===== src/rtl/m_rep_serializer.sv =====
// Reply-message serializer: two-entry message FIFO feeding a flit stream with head/tail markers.
// Optional `M_REP_SER_PARITY_EN adds a flit_par output (XOR of flit_out, 0 when idle).
module m_rep_serializer #(
    parameter int FLIT_W    = 16,
    parameter int MAX_FLITS = 9,
    parameter int LEN_W     = 4
) (
    input  logic                        clk,
    input  logic                        rst,
    input  logic [FLIT_W*MAX_FLITS-1:0] msg_in,
    input  logic                        v_msg_in,
    input  logic [LEN_W-1:0]            msg_len,
    output logic                        msg_rdy,
    output logic [FLIT_W-1:0]           flit_out,
    output logic                        v_flit_out,
    output logic                        head_out,
    output logic                        tail_out,
    input  logic                        out_rdy,
    output logic                        busy
`ifdef M_REP_SER_PARITY_EN
    ,
    output logic                        flit_par
`endif
);

    localparam int MSG_W = FLIT_W * MAX_FLITS;
    localparam logic [LEN_W-1:0] LEN_MAX = LEN_W'(MAX_FLITS - 1);

    logic [MSG_W-1:0] ent_msg_q [2];
    logic [MSG_W-1:0] ent_msg_d [2];
    logic [LEN_W-1:0] ent_len_q [2];
    logic [LEN_W-1:0] ent_len_d [2];
    logic [1:0]       ent_vld_q, ent_vld_d;
    logic             wr_ptr_q, wr_ptr_d;
    logic             rd_ptr_q, rd_ptr_d;
    logic [LEN_W-1:0] sel_cnt_q, sel_cnt_d;

    logic             accept;
    logic             head_vld;
    logic             xfer;
    logic             last_flit;
    logic             pop;
    logic [LEN_W-1:0] len_clamped;
    logic [FLIT_W-1:0] flit_sel;

    // Ready depends only on registered occupancy, so a full buffer refuses even while popping.
    assign msg_rdy     = ~(ent_vld_q[0] & ent_vld_q[1]);
    assign accept      = v_msg_in & msg_rdy;
    assign head_vld    = ent_vld_q[rd_ptr_q] & ~rst;
    assign xfer        = head_vld & out_rdy;
    assign last_flit   = (sel_cnt_q == ent_len_q[rd_ptr_q]);
    assign pop         = xfer & last_flit;
    assign len_clamped = (msg_len > LEN_MAX) ? LEN_MAX : msg_len;

    always_comb begin
        for (int i = 0; i < 2; i++) begin
            ent_msg_d[i] = ent_msg_q[i];
            ent_len_d[i] = ent_len_q[i];
        end
        ent_vld_d = ent_vld_q;
        wr_ptr_d  = wr_ptr_q;
        rd_ptr_d  = rd_ptr_q;
        sel_cnt_d = sel_cnt_q;

        // Accept targets the tail slot and pop the head slot; they coincide only when
        // the buffer is empty (no pop) or full (no accept), so both may act together.
        if (accept) begin
            ent_msg_d[wr_ptr_q] = msg_in;
            ent_len_d[wr_ptr_q] = len_clamped;
            ent_vld_d[wr_ptr_q] = 1'b1;
            wr_ptr_d            = ~wr_ptr_q;
        end

        if (pop) begin
            ent_vld_d[rd_ptr_q] = 1'b0;
            rd_ptr_d            = ~rd_ptr_q;
            sel_cnt_d           = '0;
        end else if (xfer) begin
            sel_cnt_d = sel_cnt_q + LEN_W'(1);
        end
    end

    always_ff @(posedge clk) begin
        if (rst) begin
            for (int i = 0; i < 2; i++) begin
                ent_msg_q[i] <= '0;
                ent_len_q[i] <= '0;
            end
            ent_vld_q <= '0;
            wr_ptr_q  <= 1'b0;
            rd_ptr_q  <= 1'b0;
            sel_cnt_q <= '0;
        end else begin
            for (int i = 0; i < 2; i++) begin
                ent_msg_q[i] <= ent_msg_d[i];
                ent_len_q[i] <= ent_len_d[i];
            end
            ent_vld_q <= ent_vld_d;
            wr_ptr_q  <= wr_ptr_d;
            rd_ptr_q  <= rd_ptr_d;
            sel_cnt_q <= sel_cnt_d;
        end
    end

    // Flit 0 is the most significant slice of the stored message.
    always_comb begin
        flit_sel = '0;
        for (int k = 0; k < MAX_FLITS; k++) begin
            if (sel_cnt_q == LEN_W'(k)) begin
                flit_sel = ent_msg_q[rd_ptr_q][MSG_W-1-k*FLIT_W -: FLIT_W];
            end
        end
    end

    assign v_flit_out = head_vld;
    assign flit_out   = head_vld ? flit_sel : '0;
    assign head_out   = head_vld & (sel_cnt_q == '0);
    assign tail_out   = head_vld & last_flit;
    assign busy       = (ent_vld_q[0] | ent_vld_q[1]) & ~rst;

`ifdef M_REP_SER_PARITY_EN
    assign flit_par = ^flit_out;
`endif

endmodule


===== config.mk =====
export PLATFORM = sky130hd
export DESIGN_NAME = m_rep_serializer
export DESIGN_NICKNAME = d
export VERILOG_FILES = /design/src/rtl/m_rep_serializer.sv
export SDC_FILE = /design/constraint.sdc
export NUM_CORES = 1
export LEC_CHECK = 0
export CORE_MARGIN = 1
export CORE_UTILIZATION = 40
export CTS_CLUSTER_DIAMETER = 30
export DETAILED_ROUTE_END_ITERATION = 6
export PLACE_DENSITY = 0.6
export SYNTH_ARGS = -nofsm -noshare
export SYNTH_HDL_FRONTEND = slang
export SYNTH_SLANG_ARGS = --single-unit

===== constraint.sdc =====
create_clock -name clk -period 3.4 [get_ports clk]
set_clock_uncertainty 0.1 [all_clocks]
set_input_delay 0.34 -clock clk [delete_from_list [all_inputs] [get_ports clk]]
set_output_delay 0.34 -clock clk [all_outputs]
set_load 0.005 [all_outputs]

After elaboration in Yosys (flattened, before gate mapping)
Memories as Yosys holds them, arrays and structs flattened. A register that Yosys moved wholly into a read port is not among the register bits. Cells that the tools add are included.

Word-level logic and storage cells: 87. Input bits: 152. Memories: 2. Bits in writable memories: 296. Output and inout port bits: 21. Bits in registers: 8.

Memory list: ent_msg_q (words 2, width 144, rd ports 3, clocked after memory_dff 1, wr ports 2, line 29) `logic [MSG_W-1:0] ent_msg_q [2];`; ent_len_q (words 2, width 4, rd ports 3, clocked after memory_dff 1, wr ports 2, line 31) `logic [LEN_W-1:0] ent_len_q [2];`.

$lt $le $gt $ge: 7. Bitwise gates (word level): 21. Muxes and demuxes: 38. Reduce and logical (&&, ||, !) cells: 5. Equality and inequality tests: 9. $add $sub $neg: 1.

Operators with widths (number): 144-bit two-way mux (3); 288-bit bitwise mux (1); 288-bit two-way mux (1); 16-bit two-way mux (10); 144-bit demux with 1-bit select (1); 4-bit by 3-bit == test with 1-bit output, second input constant (4); 4-bit two-way mux (4); 1-bit two-way mux (11); 1-bit AND (8); 8-bit bitwise mux (1); 4-bit by 2-bit == test with 1-bit output, second input constant (2); 8-bit two-way mux (1); 1-bit bitwise OR (5); 4-bit by 1-bit adder with 4-bit output, second input constant (1); 4-bit demux with 1-bit select (1); 4-bit by 1-bit == test with 1-bit output, second input constant (1); 4-bit == test (1); 4-bit == test, second input constant (1); 4-bit > comparator, second input constant (1); 4-bit logical NOT (1); 1-bit by 2-bit less-than comparator with 1-bit output, second input constant (2); 2-bit two-way mux (2); 1-bit NOT (4); 1-bit logical AND (3); other kinds (9) (11).

Logic depth before layout (Yosys ltp)
Gate-level depths: netlist of run 1.

Word-level depth: 11. Mapped depth: 9. Depth with buffers taken out: 7.

Worst setup path after synthesis of run 1
Ideal clock, no wire load.

Path type: register to output. From: register sel_cnt_q[0]. To: output port flit_out[10]. Data arrival time: 2121 ps. Cell stages (with the launch flop): 10. Buffers on the path: 2. Data required time: 2960 ps. Slack: 839 ps. Cells stage by stage: dfxtp_1 -> inv_1 -> ha_1 -> or4b_1 -> clkbuf_2 -> buf_6 -> o22ai_1 -> o211ai_1 -> a2111oi_1 -> a311o_2.

Cells in the longest elaborated chain, start to end: 11. Elaborated cells on any way between the ends: 19. Those cells by class: eq/ne (8); mux (10); reduce/logical (1).

Ends and longest elaborated chain: start: declaration (line 36) `logic [LEN_W-1:0] sel_cnt_q, sel_cnt_d;`; start signal: assignment (line 101) `sel_cnt_q <= sel_cnt_d;`; 4-bit logical NOT (line 109) `if (sel_cnt_q == LEN_W'(k)) begin`; 16-bit two-way mux (8 in series) (line 109); 16-bit two-way mux (*) (line 109); 16-bit two-way mux (*) (line 116) `assign flit_out = head_vld ? flit_sel : '0;`; end: declaration (line 14) `output logic [FLIT_W-1:0] flit_out,`.

Mark *: on every way between the ends. The rest lies on a longest branch, timed or not.

Final worst setup path of run 1
From: register sel_cnt_q[1]. To: output port flit_out[13].

The elaborated chain is that of the path after synthesis.

==> flow_summary.yaml, run 1 <==
placement:
  post-dp-hpwl_mm: 30.6
  port_buffers: 172
  finalWeightedCongestion: 0.920
  dpl_cell_area_mm2: 0.0158
  dp_slack_ps: -74.7
worst_setup_path:
  end_kind: "output pin"
  r2r_slack_ps: 1170
  critPathCapture: "flit_out[13]"
  ff2ff_path_depth: 7
  worstPathArrival_ps: 2950
  startpoint_type: "register"
  required_ps: 2960
  crit_fanout: 7
  criticalPathCategory: "register to output pin"
  crit_start: "sel_cnt_q[1]$_SDFFE_PP0P_"
sta:
  relSlewSlack_pct: 27.8
  setup_violations: 0
  maxSlewViolCount: 0
  post-route-min-period_ps: 3390
  hold_violations: 0
  worstMarginPinSlew_ps: 1080
  fin_hold_ws_ps: 67.3
  setup_tns_ps: 0
  period_share_pct: 99.8
  max_freq_mhz: 295
  fin_ws_ps: 8.29
  grt_setup_unrepaired: "yes"
synthesis:
  synth_area_leaders: "dfxtp_1, nand2_1, a21oi_1"
  synth.largest_area_cell: "dfxtp_1"
  synth_warnings: 0
  yosysTopAreaCellShare_pct: 44.5
  avgSynthCellArea_um2: 7.81
  netlist_area_mm2: 0.0137
  synth_flop_cell: "dfxtp_1"
  synth.distinct_cells: 58
  synthArstFlopShare_pct: 0
  ys_seq_elements: 305
  ys_seq_area_share_pct: 44.5
  syn_inst: 1758
  syn_nets: 1914
  synth-edff-count: 0
routing:
  postRouteAntennaNets: 0
  first_pass_iters: 5
  drtIter0Drc: 1403
  wl_per_cell_um: 19.0
  routed_wl_mm: 45.7
  num_vias: 12900
  drc: 0
  viasPerCell: 5.35
power:
  power.share.combinational_pct: 9.8
  p_leak_nw: 6.56
  internal_power_w: 0.00911
  ir_worst_vdd_uv: 367
  p_seq_share_pct: 32.2
  power.switching_w: 0.00291
  clock_power_share_pct: 58.0
  p_per_area_mw_per_mm2: 649
  switching_share_pct: 24.2
clock_tree:
  cts_tree: "done"
  htree_levels: 3
  cts-root-buf: "clkbuf_16"
  clock_path_buffers: 3
  clock_latency_ps: 560
  clk_pin_slew_ps: 50
  cts.sinks: 305
  cts_buffers: 67
run:
  max-cap-violations: 0
global_routing:
  grt_max_degree: 201
  antenna_found_initial: 1
  grt_pass1_vias: 12000
  grt_pass1_wl_mm: 68.9
  grt_usage_pct: 25.3
  grt_overflow_total: 0
finish:
  drive_gt1_share_pct: 13.6
  fillers: 3082
  final_core_util_pct: 55.1
  nNetsFinal: 2062
  antenna_cells: 0
  syn_to_final_growth_pct: 34.9
  design_area_mm2: 0.0185
outcome:
  status: "completed"
floorplanning:
  num_io_pins: 173
  die_area_mm2: 0.0351
  die_width_um: 187
  core_mm2: 0.0336
  rows: 67
  initial_utilization_pct: 40.8
  die_h_um: 187
worst_hold_path:
  hold_start: "rst"
  hold_class: "input port to register"
[critical path, cell delays in order, from the launching register on]
cell and delay, ps:
dfxtp_2 340, inv_4 60, ha_4 170, or4b_4 530
buf_8 170, buf_6 110, o22ai_4 140, o211ai_1 120
a2111oi_2 410, a311o_1 230, buf_2 130
[registers in the layout, indices dropped and copies added (netlist names), named ones only]
name and cells:
ent_msg_q 288, wr_ptr_q 1, ent_len_q 8, sel_cnt_q 4
ent_vld_q 2, rd_ptr_q 1
[layout by cell type (no fill, tap or decap), types with 10 or more instances in the layout]
cell	count
o22ai_2	10
buf_4	37
clkbuf_8	15
dfxtp_1	302
buf_12	13
o211ai_1	14
mux2i_1	110
bufinv_16	11
a2111oi_2	10
clkdlybuf4s50_1	155
a211oi_1	12
mux2_2	27
nand2_1	636
a21oi_1	314
o21ai_0	35
clkbuf_16	68
nor2b_1	11
o21a_1	12
nor3_1	14
buf_2	11
[synthesized netlist by cell type, types with 3 or more instances]
| library cell | n |
|---|---|
| buf_1 | 11 |
| a311o_2 | 5 |
| o21a_1 | 12 |
| dfxtp_1 | 305 |
| o22ai_1 | 17 |
| buf_2 | 11 |
| xnor2_1 | 3 |
| nand4_1 | 4 |
| clkbuf_1 | 96 |
| o211ai_1 | 14 |
| a2111oi_0 | 6 |
| nand2_1 | 638 |
| mux2_2 | 27 |
| and2_1 | 3 |
| o2111ai_1 | 5 |
| o21ai_0 | 37 |
| nand3_1 | 11 |
| o211a_1 | 3 |
| nor2_1 | 7 |
| nor2b_1 | 11 |
| nor3_1 | 14 |
| ha_1 | 4 |
| a2111oi_1 | 5 |
| buf_4 | 7 |
| a211oi_1 | 12 |
| clkbuf_2 | 3 |
| a21oi_1 | 314 |
| and2b_2 | 4 |
| clkbuf_8 | 9 |
| buf_6 | 8 |
| inv_1 | 5 |
| a311o_1 | 7 |
| mux2i_1 | 110 |
[logic make-up (layout without fill, tap and decap cells)]
group | Yosys count | in the layout | share of synthesized area, %
fa+ha+maj | 4 | 4 | 0.364
compound gates | 446 | 446 | 18.4
mux | 137 | 137 | 10.2
flops | 305 | 305 | 44.5
simple gates | 711 | 711 | 20.7
buf+inv | 151 | 353 | 5.60
xor+xnor | 4 | 4 | 0.255
[metal layers]
metal | vias up | GRT usage [%] | wire length [um]
met3 | 86 | 4.77 | 3230
met1 | 6076 | 33.7 | 19700
met4 | 0 | 10.0 | 1390
met5 | - | 0 | 0
met2 | 460 | 40.2 | 21300
li1 | 6255 | - | -
[per-stage QoR]
step | total power (W) | instances
after floorplan | 0.00454 | 1758
after global placement | 0.00506 | 2275
after detailed placement | 0.00506 | 2275
after CTS | 0.0121 | 2409
after global routing | 0.0124 | 2408
final | 0.0120 | 2408
[final cells by class]
class | count | area, um2 | share of cell area (%)
inverters | 5 | 21.3 | 0.115
repair buffers | 225 | 2240 | 12.1
flip-flops and latches | 305 | 6110 | 33.0
well taps | 448 | 561 | 3.03
clock buffers | 90 | 1920 | 10.4
clock inverters | 33 | 546 | 2.94
multi-input cells | 1302 | 7110 | 38.4
[how the worst min path moves through the flow]
stage          slack [ps]  cells after the start                       endpoint
2_1_floorplan         330                      2  ent_msg_q[0][64]$_SDFFE_PP0P_
3_3_place_gp          340                      2  ent_msg_q[0][72]$_SDFFE_PP0P_
3_5_place_dp          350                      2   ent_msg_q[0][5]$_SDFFE_PP0P_
4_1_cts                60                      4        ent_vld_q[1]$_SDFF_PP0_
5_1_grt               110                      4        ent_vld_q[1]$_SDFF_PP0_
6_report               70                      4        ent_vld_q[1]$_SDFF_PP0_
[power by group through the flow]
| stage | Clock (W) | Combinational (W) | Sequential (W) |
|---|---|---|---|
| after floorplan | 0 | 0.000639 | 0.00390 |
| after CTS | 0.00705 | 0.00118 | 0.00387 |
| after detailed placement | 0 | 0.00113 | 0.00393 |
| after global routing | 0.00724 | 0.00127 | 0.00388 |
| final | 0.00698 | 0.00118 | 0.00387 |
| after global placement | 0 | 0.00113 | 0.00392 |
[what timing repair did]
item	in CTS	in global routing
resized for setup	104	5
buffers inserted	11	0
pin swaps	49	17
setup endpoints to repair	16	15
hold buffers	0	0
Note: power is estimated with default switching activity, not from simulation.
==> run 2, diff against run 1 <==
GPL_TIMING_DRIVEN = 1   (was not set)
==> results of run 2 <==
Final layout, timing and power as in run 1 (identical DEF).
